`src/rtl/rf_pkg.sv`:
```
// Shared register-file constants for the write-back path and its clients.
package rf_pkg;

  localparam int ADDR_W   = 5;
  localparam int DATA_W   = 32;
  localparam int NUM_REGS = 32;

  localparam logic [ADDR_W-1:0] ZERO_REG = 5'd0;

endpackage

```
`src/rtl/rr_arbiter.sv`:
```
// Round-robin arbiter: searches from last_grant+1 (mod NUM_SRC) and grants
// the first active request.
module rr_arbiter #(
  parameter int NUM_SRC = 3,
  localparam int IDX_W  = (NUM_SRC > 1) ? $clog2(NUM_SRC) : 1
) (
  input  logic [NUM_SRC-1:0] req,
  input  logic [IDX_W-1:0]   last_grant,
  output logic [NUM_SRC-1:0] grant,
  output logic [IDX_W-1:0]   grant_idx,
  output logic               grant_valid
);

  int cand_s;

  // Priority search in rotated order; first hit wins.
  always_comb begin
    grant       = {NUM_SRC{1'b0}};
    grant_idx   = {IDX_W{1'b0}};
    grant_valid = 1'b0;
    cand_s      = 0;
    for (int k = 1; k <= NUM_SRC; k++) begin
      cand_s = (int'(last_grant) + k) % NUM_SRC;
      if (!grant_valid && req[cand_s]) begin
        grant[cand_s] = 1'b1;
        grant_idx     = IDX_W'(cand_s);
        grant_valid   = 1'b1;
      end else begin
        grant_valid = grant_valid;
      end
    end
  end

endmodule

```
`src/rtl/rf_wb_scheduler.sv`:
```
// Write-back scheduler: arbitrates requesters onto the single register-file
// write port and tracks outstanding writes in a per-register scoreboard.
module rf_wb_scheduler #(
  parameter int NUM_SRC = 3,
  parameter int ADDR_W  = rf_pkg::ADDR_W,
  parameter int DATA_W  = rf_pkg::DATA_W
) (
  input  logic                      clk,
  input  logic                      rst,
  input  logic [NUM_SRC-1:0]        src_valid,
  output logic [NUM_SRC-1:0]        src_ready,
  input  logic [NUM_SRC*ADDR_W-1:0] src_addr,
  input  logic [NUM_SRC*DATA_W-1:0] src_data,
  input  logic                      rsv_valid,
  input  logic [ADDR_W-1:0]         rsv_addr,
  output logic                      rsv_ready,
  input  logic [ADDR_W-1:0]         chk_addr_a,
  input  logic [ADDR_W-1:0]         chk_addr_b,
  output logic                      busy_a,
  output logic                      busy_b,
  output logic                      wt_en,
  output logic [ADDR_W-1:0]         wt_addr,
  output logic [DATA_W-1:0]         wt_data,
  output logic [31:0]               pending
);

  import rf_pkg::NUM_REGS;

  localparam int IDX_W = (NUM_SRC > 1) ? $clog2(NUM_SRC) : 1;
  localparam logic [IDX_W-1:0]  LAST_RST = IDX_W'(NUM_SRC - 1);
  localparam logic [ADDR_W-1:0] ZERO_A   = {ADDR_W{1'b0}};

  logic [IDX_W-1:0]    last_grant_r;
  logic [NUM_SRC-1:0]  grant_s;
  logic [IDX_W-1:0]    grant_idx_s;
  logic                grant_valid_s;
  logic                accept_s;
  logic [ADDR_W-1:0]   sel_addr_s;
  logic [DATA_W-1:0]   sel_data_s;
  logic                wt_en_r;
  logic [ADDR_W-1:0]   wt_addr_r;
  logic [DATA_W-1:0]   wt_data_r;
  logic [NUM_REGS-1:0] pending_r;
  logic [NUM_REGS-1:0] pending_nxt_s;
  logic                rsv_ready_s;
  logic                rsv_set_s;

  rr_arbiter #(.NUM_SRC(NUM_SRC)) u_arb (
    .req         (src_valid),
    .last_grant  (last_grant_r),
    .grant       (grant_s),
    .grant_idx   (grant_idx_s),
    .grant_valid (grant_valid_s)
  );

  // Ready is suppressed while reset is held so nothing is consumed and lost.
  always_comb begin
    if (rst) begin
      src_ready = {NUM_SRC{1'b0}};
      accept_s  = 1'b0;
    end else begin
      src_ready = grant_s;
      accept_s  = grant_valid_s;
    end
  end

  // Mux the granted requester's destination and data.
  always_comb begin
    sel_addr_s = src_addr[grant_idx_s*ADDR_W +: ADDR_W];
    sel_data_s = src_data[grant_idx_s*DATA_W +: DATA_W];
  end

  // A pending register may be re-reserved in the cycle its write commits.
  always_comb begin
    if (rsv_addr == ZERO_A) begin
      rsv_ready_s = 1'b1;
    end else if (!pending_r[rsv_addr]) begin
      rsv_ready_s = 1'b1;
    end else if (wt_en_r && (wt_addr_r == rsv_addr)) begin
      rsv_ready_s = 1'b1;
    end else begin
      rsv_ready_s = 1'b0;
    end
    rsv_set_s = rsv_valid && rsv_ready_s && (rsv_addr != ZERO_A);
  end

  // Clear on commit first, then apply reservation so a same-edge set wins.
  always_comb begin
    pending_nxt_s = pending_r;
    if (wt_en_r) begin
      pending_nxt_s[wt_addr_r] = 1'b0;
    end else begin
      pending_nxt_s = pending_nxt_s;
    end
    if (rsv_set_s) begin
      pending_nxt_s[rsv_addr] = 1'b1;
    end else begin
      pending_nxt_s = pending_nxt_s;
    end
    pending_nxt_s[0] = 1'b0;
  end

  // Busy lookups; R0 is never busy.
  always_comb begin
    busy_a = (chk_addr_a != ZERO_A) && pending_r[chk_addr_a];
    busy_b = (chk_addr_b != ZERO_A) && pending_r[chk_addr_b];
  end

  // Output register stage, scoreboard state and arbitration pointer.
  always_ff @(posedge clk or posedge rst) begin
    if (rst) begin
      last_grant_r <= LAST_RST;
      wt_en_r      <= 1'b0;
      wt_addr_r    <= {ADDR_W{1'b0}};
      wt_data_r    <= {DATA_W{1'b0}};
      pending_r    <= {NUM_REGS{1'b0}};
    end else begin
      pending_r <= pending_nxt_s;
      if (accept_s) begin
        last_grant_r <= grant_idx_s;
        if (sel_addr_s != ZERO_A) begin
          wt_en_r   <= 1'b1;
          wt_addr_r <= sel_addr_s;
          wt_data_r <= sel_data_s;
        end else begin
          wt_en_r <= 1'b0;
        end
      end else begin
        wt_en_r <= 1'b0;
      end
    end
  end

  assign rsv_ready = rsv_ready_s;
  assign wt_en     = wt_en_r;
  assign wt_addr   = wt_addr_r;
  assign wt_data   = wt_data_r;
  assign pending   = pending_r;

endmodule

```
`config.mk`:
```
export PLATFORM = sky130hd
export DESIGN_NAME = rf_wb_scheduler
export DESIGN_NICKNAME = d
export VERILOG_FILES = /design/src/rtl/rf_pkg.sv /design/src/rtl/rr_arbiter.sv /design/src/rtl/rf_wb_scheduler.sv
export SDC_FILE = /design/constraint.sdc
export NUM_CORES = 1
export LEC_CHECK = 0
export BUFFER_PORTS_ARGS = -buffer_cell sky130_fd_sc_hd__buf_2
export CORE_MARGIN = 2
export CORE_UTILIZATION = 45
export DETAILED_ROUTE_END_ITERATION = 8
export HOLD_SLACK_MARGIN = 0.1
export PLACE_DENSITY = 0.74
export SYNTH_ARGS = -nofsm -noshare
export SYNTH_HDL_FRONTEND = slang
export SYNTH_HIERARCHICAL = 1
export SYNTH_SLANG_ARGS = --single-unit
```
`constraint.sdc`:
```
create_clock -name clk -period 2.9 [get_ports clk]
set_input_delay 0.58 -clock clk [delete_from_list [all_inputs] [get_ports clk]]
set_output_delay 0.58 -clock clk [all_outputs]
set_load 0.03 [all_outputs]
```
==> impl_metrics.ini <==
[sta]
timing.final.crit_share = 1.103
tns_ps = -9836
drv_slew = 0
skew_ps = 5.793
fin_crit_ps = 3198
setup_slack_ps = -298.4
grt_setup_unrepaired = true
worst_pin_slew_ps = 892.3
slew_headroom = 0.4051
timing.fmax_mhz = 312.7
hold_viol = 0
setup_violations = 39

[yosys]
synth-compound-area-share = 0.1581
synth-simple-area-share = 0.1625
synthTopCellsByArea = dfrtp_1, mux2_4, mux2i_1
synth.area.mux_share = 0.2806
synth.cell_area_um2 = 5365
synth_cell_type_count = 57
synth.avg_cell_area_um2 = 9.881
synth_edf_count = 0
yosysSeqAreaShare = 0.3314
yosys-top-cells-count = nand2_1, dfrtp_1, o21ai_0
syn_inst = 543
synthArstFlopShare = 1.000
synthFlopType = dfrtp_1
synth_top_area_frac = 0.3265
syn_nets = 679
yosys_register_bits = 71
ys_warn_count = 6
synth_top_family_by_area = multiplexers
yosysMostFrequentCell = nand2_1
synthAdderAreaFrac = 0.009328
synth_xor_area_frac = 0.008162
yosysTopAreaCell = dfrtp_1

[routing]
drtPass1Iterations = 7
drc = 12
detail-route-antenna-nets = 0
finalWirelength_um = 17740
maxUsedRoutingLayer = met5
wl_met1_um = 6832
wire_per_inst_um = 19.16
routed_via_density = 5.812
via_count = 5382
route.met3.wl_um = 1381
drt-initial-drc-count = 328
dr_wl_met2_um = 9101

[cts]
ctsHoldBuffers = 0
cts_root_buf = clkbuf_16
cts_made_buffers = 9
h-tree-depth = 3
clk_path_buf_depth = 2
clk_latency_ps = 340
cts.sink_count = 71
clk_pin_slew_worst_paths_ps = 60
cts_tree = yes

[grt]
antenna_found_initial = 2
overflow = 0
track_usage = 0.2715
grt_max_degree = 72
grt_pass1_vias = 5429
grt_first_pass_wirelength_um = 27590

[die]
dieArea_um2 = 12810
start_util = 0.4659
num_rows = 39
chipHeight_um = 113.2
fp.dieW_um = 113.2
ios = 208
coreArea_um2 = 11520

[status]
violations = DRC, setup timing
status = finished with violations

[critical_path]
slowest_delay_ps = 560
arrival_ps = 3410
critPathKind = reg2reg
crit_chain = buf_6 -> ha_4 -> nand2b_4 -> a21bo_1 -> nand3_2 -> o31ai_4 -> buf_12 -> mux2i_4 -> o2bb2ai_4 -> nor4_2 -> buf_4 -> o21ai_4 -> clkbuf_16 -> mux2_4
crit_path_end_kind = flip-flop
cp.required_ps = 3120
slowest_stage = dfstp_2
cp_max_fo = 7
start_kind = flip-flop

[power]
p_sw_frac = 0.4603
pwr-share-clk = 0.127
ir_drop_v = 0.0007602
p_seq_frac = 0.233
power_density_nw_per_um2 = 1226
power_w = 0.009049
internal-power_w = 0.004884
combinationalPowerShare = 0.640
power_switching_w = 0.004165
p_leak_nw = 3.346

[cells_and_area]
areaGrowthSynthToFinish_pct = 37.52
nets = 913
nFillCells = 932
fin_util = 0.6407
drive_gt1_frac = 0.5038

[worst_hold_path]
hold_class = reg2reg

[flow_run]
maxCapViolations = 0

[placed_design]
port_buffers = 206
hpwl_um = 13250
gp_congestion = 0.9857
-- per-stage QoR --
step / setup slack [ps] / hold WS [ps] / area [um^2] / instances
final: -298.4 / 504.5 / 7378 / 926
after global routing: -353.6 / 516.6 / 7378 / 926
after CTS: -193.1 / 505.6 / 7138 / 916
after detailed placement: -331.7 / 492.4 / 6773 / 898
after global placement: -184.5 / 488.1 / 6773 / 898
after floorplan: -169.0 / 475.3 / 5416 / 543
-- final cells by class --
type	count	area, um^2	area share
clock buffers	10	239.0	0.03239
diodes	1	2.502	0.0003392
clock inverters	6	68.82	0.009327
repair buffers	264	1553	0.2104
inverters	8	33.78	0.004579
flip-flops and latches	71	1778	0.2410
multi-input cells	423	3525	0.4777
well taps	143	178.9	0.02425
-- power groups by stage --
stage | clock, W | combinational [W] | sequential [W]
finish | 0.00115 | 0.00579 | 0.00211
global route | 0.00121 | 0.00614 | 0.00217
CTS | 0.00116 | 0.00537 | 0.00209
detailed placement | 0 | 0.00529 | 0.00209
global placement | 0 | 0.00512 | 0.00207
floorplan | 0 | 0.00299 | 0.00277
-- sequential cells by signal (all words and copies together), names as in the netlist --
signal and cells:
wt_data 32, pending 31, wt_addr 5, last_grant_r 2, wt_en 1
-- path summary, 6_finish.rpt --
path	depth (start not counted)	end	from	slack, ps
worst min-delay path	1	wt_data[12]	wt_data[12]	500
max in group asynchronous	3	last_grant_r[0]	rst	1710
min in group asynchronous	3	wt_data[14]	rst	630
worst max-delay path	14	wt_addr[2]	last_grant_r[1]	-300
worst max register to register	14	wt_addr[2]	last_grant_r[1]	-300
worst min register to register	1	wt_data[12]	wt_data[12]	500
-- cell families (layout without fill, tap and decap cells) --
logic type | after synthesis | in the layout
AO/OA/AOI/OAI | 132 | 132
adder cells (fa/ha/maj) | 4 | 4
AND/OR/NAND/NOR | 170 | 170
flip-flops | 71 | 71
buffers and inverters | 49 | 288
other | 1 | 2
XOR/XNOR | 5 | 5
multiplexers | 111 | 111
-- cells in the final DEF, fill, tap and decap left out, types with 7 or more instances in the layout --
master,instances
o21ai_0,55
buf_2,201
mux2_2,22
mux2_4,29
dfrtp_1,70
a21oi_1,9
nand2_1,97
clkbuf_16,10
a22oi_1,13
o211ai_1,9
mux4_2,18
a32oi_1,7
mux2i_1,39
buf_4,49
nand3_1,18
-- per-layer routing --
metal  global-route usage  up-vias
met5                    0        -
met4              0.09593        2
met3              0.04928       41
met2               0.4782      271
met1               0.3341     2599
li1                     -     2469
-- critical path, delay by kind of cell, from the launching register on --
kind | cells | cell delay, ps
AOI/OAI and AO/OA | 4 | 620
adders and majority gates | 1 | 170
buffers and inverters | 4 | 640
DFF | 1 | 560
muxes | 2 | 540
and+or+nand+nor | 3 | 550
-- timing repair --
action | CTS | global route
cloned | 0 | 2
pin swaps | 1 | 9
setup buffers | 2 | 7
resized for setup | 8 | 32
endpoints found under the setup margin | 38 | 42
Power figures use the tool's default switching activity.
